## src/rtl/run_monitor.sv

```systemverilog
// run_monitor: run-control and watchdog for the albaCore processor.
// Watches the controller state and address bus, gates execution via
// cpu_run, and reports quit / breakpoint / watchdog outcomes together
// with saturating cycle and fetched-instruction counts.
module run_monitor #(
   parameter int                 STATE_W     = 5,
   parameter logic [STATE_W-1:0] QUIT_STATE  = 5'd18,
   parameter logic [STATE_W-1:0] FETCH_STATE = 5'd0,
   parameter int                 ADDR_W      = 16,
   parameter int                 CNT_W       = 32,
   parameter int                 TIMEOUT     = 100000
) (
   input  logic               clk,
   input  logic               reset,
   input  logic               start,
   input  logic               resume,
   input  logic               clear,
   input  logic [STATE_W-1:0] cpu_state,
   input  logic [ADDR_W-1:0]  cpu_addr,
   input  logic               brk_en,
   input  logic [ADDR_W-1:0]  brk_addr,
   output logic               cpu_run,
   output logic               running,
   output logic               done,
   output logic               timed_out,
   output logic               break_hit,
   output logic [CNT_W-1:0]   cycle_count,
   output logic [CNT_W-1:0]   instr_count
);

   typedef enum logic [2:0] {
      S_IDLE,
      S_RUN,
      S_BREAK,
      S_DONE,
      S_TIMEOUT
   } state_t;

   // Last cycle_count value before the watchdog trips; unused when TIMEOUT is 0.
   localparam logic [CNT_W-1:0] TO_LAST = CNT_W'(TIMEOUT - 1);
   localparam bit               TO_EN   = (TIMEOUT != 0);

   state_t state;
   state_t state_nxt;
   logic   skip;
   logic   is_fetch;
   logic   is_quit;
   logic   brk_match;
   logic   to_match;
   logic   cyc_sat;
   logic   ins_sat;

   // Event decodes from the observed processor state.
   always_comb begin
      is_fetch  = (cpu_state == FETCH_STATE);
      is_quit   = (cpu_state == QUIT_STATE);
      brk_match = brk_en && !skip && is_fetch && (cpu_addr == brk_addr);
      to_match  = TO_EN && (cycle_count == TO_LAST);
      cyc_sat   = (cycle_count == '1);
      ins_sat   = (instr_count == '1);
   end

   // Next-state selection; within RUN the order is clear, quit, break, watchdog.
   always_comb begin
      state_nxt = state;
      unique case (state)
         S_IDLE: begin
            if (!clear && start) state_nxt = S_RUN;
         end
         S_RUN: begin
            if (clear)          state_nxt = S_IDLE;
            else if (is_quit)   state_nxt = S_DONE;
            else if (brk_match) state_nxt = S_BREAK;
            else if (to_match)  state_nxt = S_TIMEOUT;
         end
         S_BREAK: begin
            if (clear)       state_nxt = S_IDLE;
            else if (resume) state_nxt = S_RUN;
         end
         S_DONE, S_TIMEOUT: begin
            if (clear) state_nxt = S_IDLE;
         end
         default: state_nxt = S_IDLE;
      endcase
   end

   // State, registered Moore outputs, counters and the breakpoint skip flag.
   always_ff @(posedge clk or negedge reset) begin
      if (!reset) begin
         state       <= S_IDLE;
         cpu_run     <= 1'b0;
         running     <= 1'b0;
         done        <= 1'b0;
         timed_out   <= 1'b0;
         break_hit   <= 1'b0;
         cycle_count <= '0;
         instr_count <= '0;
         skip        <= 1'b0;
      end else begin
         state     <= state_nxt;
         // Outputs decode the next state so they line up with the state register.
         cpu_run   <= (state_nxt == S_RUN);
         running   <= (state_nxt == S_RUN);
         done      <= (state_nxt == S_DONE);
         timed_out <= (state_nxt == S_TIMEOUT);
         break_hit <= (state_nxt == S_BREAK);

         if (state == S_IDLE && state_nxt == S_RUN) begin
            cycle_count <= '0;
            instr_count <= '0;
         end else if (state == S_RUN) begin
            if (!cyc_sat)             cycle_count <= cycle_count + 1'b1;
            if (is_fetch && !ins_sat) instr_count <= instr_count + 1'b1;
         end

         // Resuming sets skip so the still-frozen fetch cannot re-trigger the break.
         if (state == S_BREAK && state_nxt == S_RUN) skip <= 1'b1;
         else if (state == S_RUN && !is_fetch)     skip <= 1'b0;
      end
   end

endmodule
```

## config.mk

```make
export PLATFORM = sky130hd
export DESIGN_NAME = run_monitor
export DESIGN_NICKNAME = d
export VERILOG_FILES = /design/src/rtl/run_monitor.sv
export SDC_FILE = /design/constraint.sdc
export NUM_CORES = 1
export LEC_CHECK = 0
export BUFFER_PORTS_ARGS = -buffer_cell sky130_fd_sc_hd__buf_4
export CAP_MARGIN = 20
export CORE_MARGIN = 10
export CORE_UTILIZATION = 35
export CTS_BUF_LIST = sky130_fd_sc_hd__clkbuf_16
export DETAILED_ROUTE_END_ITERATION = 8
export GPL_ROUTABILITY_DRIVEN = 0
export GPL_TIMING_DRIVEN = 0
export PLACE_DENSITY_LB_ADDON = 0.25
export SETUP_SLACK_MARGIN = 0.15
export SYNTH_ARGS = -nofsm -noshare
export SYNTH_HDL_FRONTEND = slang
export SYNTH_SLANG_ARGS = --single-unit
```

## constraint.sdc

```tcl
create_clock -name clk -period 2.81 [get_ports clk]
set_input_delay 0.562 -clock clk [delete_from_list [all_inputs] [get_ports clk]]
set_output_delay 0.562 -clock clk [all_outputs]
set_load 0.02 [all_outputs]
```

# Yosys cells after proc, flatten, opt, wreduce, memory -nomap -nowiden
# Cells that the tools add are included.
[classes]
n_addsub = 2
eq_ne = 14
muxes = 17
n_reduce_logical = 20
[ops]
columns = ["cell", "n"]
rows = [
  ["32-bit two-way mux", 6],
  ["32-bit by 1-bit adder with 32-bit output (second input constant)", 2],
  ["32-bit == test (second input constant)", 2],
  ["32-bit by 17-bit == test with 1-bit output (second input constant)", 1],
  ["3-bit two-way mux", 8],
  ["16-bit == test", 1],
  ["3-bit by 2-bit == test with 1-bit output (second input constant)", 4],
  ["3-bit case mux with 4 select lines", 1],
  ["1-bit logical AND", 8],
  ["3-bit by 1-bit == test with 1-bit output (second input constant)", 2],
  ["3-bit == test (second input constant)", 2],
  ["2-bit nonzero test", 3],
  ["5-bit == test (second input constant)", 1],
  ["5-bit zero test", 1],
  ["1-bit zero test", 4],
  ["2-bit AND reduction", 2],
  ["3-bit zero test", 1],
  ["1-bit two-way mux", 2],
  ["2-bit by 1-bit inequality test with 1-bit output (second input constant)", 1],
  ["2-bit OR reduction", 1],
]
[totals]
reg_bits = 72
out_inout_bits = 69
word_cells = 61

# Longest topological paths before layout
[logic_depth]
word_depth = 12
mapped_depth = 10
depth_no_buf = 6

# Worst setup path before layout
# No wires, ideal clock.
[synth_timing]
path_type = "register -> register"
start = "reg cycle_count[0]"
end = "reg cycle_count[1]"
setup_time_ns = 0.124
arrival_ns = 2.313
required_ns = 2.686
slack_ns = 0.373
path_stages_with_launch = 11
n_path_buf = 4
period_less_slack_ns = 2.437
path_cell_list = "dfrtp_1 > ha_1 > nand4_1 > or4_1 > buf_2 > and4b_1 > buf_2 > buf_6 > buf_6 > nor2_1 > mux2i_1"
[synth_between]
elab_chain_len = 10
word_cells_on_any_way = 16
[synth_rtl]
columns = ["item", "line", "source"]
rows = [
  ["start: declaration", "27", "output logic [CNT_W-1:0] cycle_count,"],
  ["start signal: assignment", "112", "if (!cyc_sat) cycle_count <= cycle_count + 1'b1;"],
  ["32-bit by 17-bit == test with 1-bit output", "58", "to_match = TO_EN && (cycle_count == TO_LAST);"],
  ["3-bit two-way mux", "74", "else if (to_match) state_nxt = S_TIMEOUT;"],
  ["3-bit two-way mux", "73", "else if (brk_match) state_nxt = S_BREAK;"],
  ["3-bit two-way mux", "72", "else if (is_quit) state_nxt = S_DONE;"],
  ["3-bit two-way mux", "71", "if (clear) state_nxt = S_IDLE;"],
  ["3-bit case mux with 4 select lines", "66", "unique case (state)"],
  ["3-bit by 1-bit == test with 1-bit output", "108", "if (state == S_IDLE && state_nxt == S_RUN) begin"],
  ["1-bit logical AND", "108", ""],
  ["2-bit by 1-bit inequality test with 1-bit output (no source line) or 2-bit nonzero test (tied branches)", "--", ""],
  ["2-bit AND reduction (no source line)", "--", ""],
]
# Several ways; a longest one is shown, not always the timed one. The select of a mux whose other input is x is not followed.
# A chain may end at the register's enable or synchronous reset.

# Worst setup path in the final report
[layout_timing]
start = "reg cycle_count[1]"
end = "reg cycle_count[6]"
# Same word-level chain as after synthesis.

==> summary by stage <==
Job
Across the run, the number of max-cap violations was 0.

Timing
The setup TNS after final layout is 0 ns. The clock tree skew after final layout is 0.00707 ns. The routed design could run at a clock period as short as 2.51 ns. The slew of the pin with the lowest slew margin is 0.926 ns.

The final-report max-slew violation count is 0. Setup violations remaining at the end of the flow were counted as 0. The headroom to the max-slew limit is 38.3%.

The upper clock frequency limit is 0.398 GHz. Setup repair after global routing left no endpoint under its margin. The number of failing hold endpoints at the final stage was 0. The period utilization is 89.4%.

Yosys
The synthesized design spends more area on one cell type than any other, namely dfrtp_1. Of all flip-flops after synthesis, the portion carrying an async set or reset was 100%. The top flip-flop cell by instance count after synthesis is dfrtp_1. The share of synthesized area in the top cell type comes to 41.4%.

Yosys mapped a number of flops with a built-in enable equal to 0. The distinct cell type count of the synthesized netlist is 55. The share of the Yosys chip area taken by registers is 41.4%. The Yosys step of the flow raised 0 warnings. After synthesis, the mean cell area works out to 8.84 sq um.

In this run, synthesis produced a sequential element count of 72. The number of nets handed over by synthesis was 538. The most repeated cell in the gate-level netlist after synthesis is dfrtp_1. The number of cells produced by synthesis is 493. The post-synth design cell area is 0.00436 sq mm. By count the netlist is led by dfrtp_1 (72), nand2_1 (46), a21oi_1 (38), nand3_1 (31). After synthesis, the cell types taking the most area are dfrtp_1 (41%), or4_1 (4.7%), xnor2_1 (4.4%).

Global route
Global routing used 16.2% of the available tracks across all layers. The number of antenna violations at the first check in global routing came to 0. Entering global routing, the biggest net connects 73 pins. Summed over all layers, the global routing overflow is 0. The number of global-route vias before repair came to 4478.

The first global-routing pass estimated 23.4 mm of wire.

Routing
The per-cell via count in the routed design is 5.72. After detailed routing, the average wire length per cell comes to 18.0 um. The number of design-rule violations left by the first detailed-router iteration is 355.

Once detail routing completed, the nets flagged for antenna violations numbered 0. The total iterations of the first detailed-routing run is 5. The via total after detailed routing is 4527. After detailed routing, the number of remaining DRC violations is 0. The routed design has 14.3 mm of wire.

Finish
The total non-filler cell area in the finished layout is 0.00571 sq mm. The net count of the finished layout is 664. The fraction of layout instances using a drive strength above 1 is 25.2%. The repair_antennas step left the layout with diodes totalling 0. Compared with the post-synthesis result, the final layout area differs by 31.0%.

Clock network
CTS placed an instance of clkbuf_16 at the clock tree root. The H-tree generated during clock tree synthesis spans 3 levels. The clock sink count is 72. In this run, post-CTS hold repair placed 0 buffers. TritonCTS built the clock tree. The clock latency at the later pin of the worst-skew pair is 0.34 ns. TritonCTS created 9 clock buffers. Clock-pin slew was measured on the worst setup and hold paths at 0.06 ns. In this run the deepest clock path goes through 2 buffers.

Power and ir drop
VDD sags by at most 0.000250 V. Summed over all cells, the static leakage comes to 2.38 nW. The total power per unit cell area is 432 mW/mm^2.

Placed design
The HPWL after detailed placement is 10.6 mm. The count of buffers added on input and output ports is 111. The cell area after placement is 0.00540 sq mm.

Die
The initial core utilization is 36.0%. In this run the horizontal extent of the chip is 132 um. Row generation in the floorplan step produced 40 rows. The overall die area is 0.0173 sq mm. The die boundary height is 132 um. The total I/O pin count is 112. The core box area is 0.0121 sq mm.

Setup path
The type of element capturing the critical path is a register. The arrival time of the worst setup path is 2.76 ns. The type of the setup path with the least slack is register to register. The slowest stage of the critical path belongs to the cell or4_1. The type of origin of the critical path is a register.

By instance count, the cell type seen most on the critical path is buf_6. In this design, the stage delay of the slowest critical-path cell is 0.50 ns. For the worst setup path, the data required time is 3.06 ns. Of all nets on the critical path, the largest fanout is 10. The signal on the critical path passes through ha_2 -> nand4_1 -> or4_1 -> buf_2 -> and4b_1 -> clkbuf_4 -> buf_6 -> buf_6 -> o21ai_0 -> a21oi_1.

Run status
The run finished with clean final reports.

Hold path
The worst hold path belongs to the class input port to async pin.
## worst max-delay path, delay by kind of cell, from the launching register on
family | cells | cell delay (ns)
adder cells (fa/ha/maj) | 1 | 0.21
buffers and inverters | 4 | 0.69
AND/OR/NAND/NOR | 3 | 0.90
AO/OA/AOI/OAI | 2 | 0.24
flip-flops | 1 | 0.39
## cells in the final DEF, fill, tap and decap left out, types with 3 or more instances in the layout
cell,n
a31oi_1,3
or4_1,27
and4_1,9
clkbuf_2,3
o21ai_0,24
clkinv_2,4
and3_1,15
a21oi_1,38
nor4_1,12
nor3_1,11
nor2_1,27
o211ai_1,5
inv_1,10
mux2i_1,10
clkbuf_16,9
nand4_1,25
nand2_1,46
nand2b_1,4
clkbuf_1,12
or2_2,4
nand3_1,31
dfrtp_1,70
xnor2_1,22
o31ai_1,25
buf_4,117
or3_1,14
## through the flow
stage / power [W] / util, % / hold WS (ns) / std cells / setup WS (ns)
finish: 0.00247 / 47.1 / 0.363 / 792 / 0.297
global route: 0.00257 / 47.1 / 0.463 / 792 / 0.154
CTS: 0.00247 / 46.9 / 0.410 / 789 / 0.198
detailed placement: 0.00144 / 44.6 / 0.527 / 772 / 0.0327
global placement: 0.00143 / 44.6 / 0.524 / 772 / 0.111
floorplan: 0.00127 / - / 0.266 / 493 / 0.373
## path summary, 6_finish.rpt
| path | depth (start not counted) | endpoint | start | slack, ns |
|---|---|---|---|---|
| hold reg to reg | 2 | skip | skip | 0.55 |
| hold / removal | 1 | instr_count[13] | reset | 0.36 |
| setup reg to reg | 10 | cycle_count[6] | cycle_count[1] | 0.30 |
| min in group clk | 3 | skip | resume | 0.53 |
| max in group asynchronous | 1 | cycle_count[1] | reset | 1.78 |
| setup / recovery | 10 | cycle_count[6] | cycle_count[1] | 0.30 |
## cell type report
class                      count  area (sq um)
fill                        1202          6400
multi-input combinational    389          2410
sequential                    72          1800
timing repair buffer         115           863
clock buffer                   9           225
tap                          168           210
buffer                        22           115
clock inverter                 7          38.8
inverter                      10          37.5
## state kept, by name, indices dropped and copies added (netlist names)
name / cells
state: 3
instr_count: 32
break_hit: 1
done: 1
cycle_count: 32
running: 1
skip: 1
timed_out: 1
## logic make-up after synthesis
kind of cell | count (synthesis) | synth area share (%)
and+or+nand+nor | 245 | 32.4
AOI/OAI and AO/OA | 110 | 15.6
DFF | 72 | 41.4
buffers and inverters | 32 | 3.39
xor gates and xnor gates | 22 | 4.42
muxes | 10 | 2.30
adders and majority gates | 2 | 0.574
## layer usage
metal	GRT usage [%]	part of all wire (%)	vias to the layer above
met2	25.9	47	182
li1	-	-	2143
met4	6.00	1.3	0
met1	20.4	44	2184
met5	0	0	-
met3	4.61	7.2	18
## where the power goes
group          leakage (nW)  switching, W  internal, W
clock                 0.128      0.000441     0.000587
sequential            0.997     0.0000355      0.00107
combinational          1.26      0.000186     0.000152
## timing repair
item | in CTS | in global routing
gates resized for setup | 3 | 5
buffers inserted | 1 | 3
pin swaps | 0 | 1
endpoints found under the setup margin | 12 | 20
gates cloned | 0 | 0
Note: power is estimated with default switching activity, not from simulation.
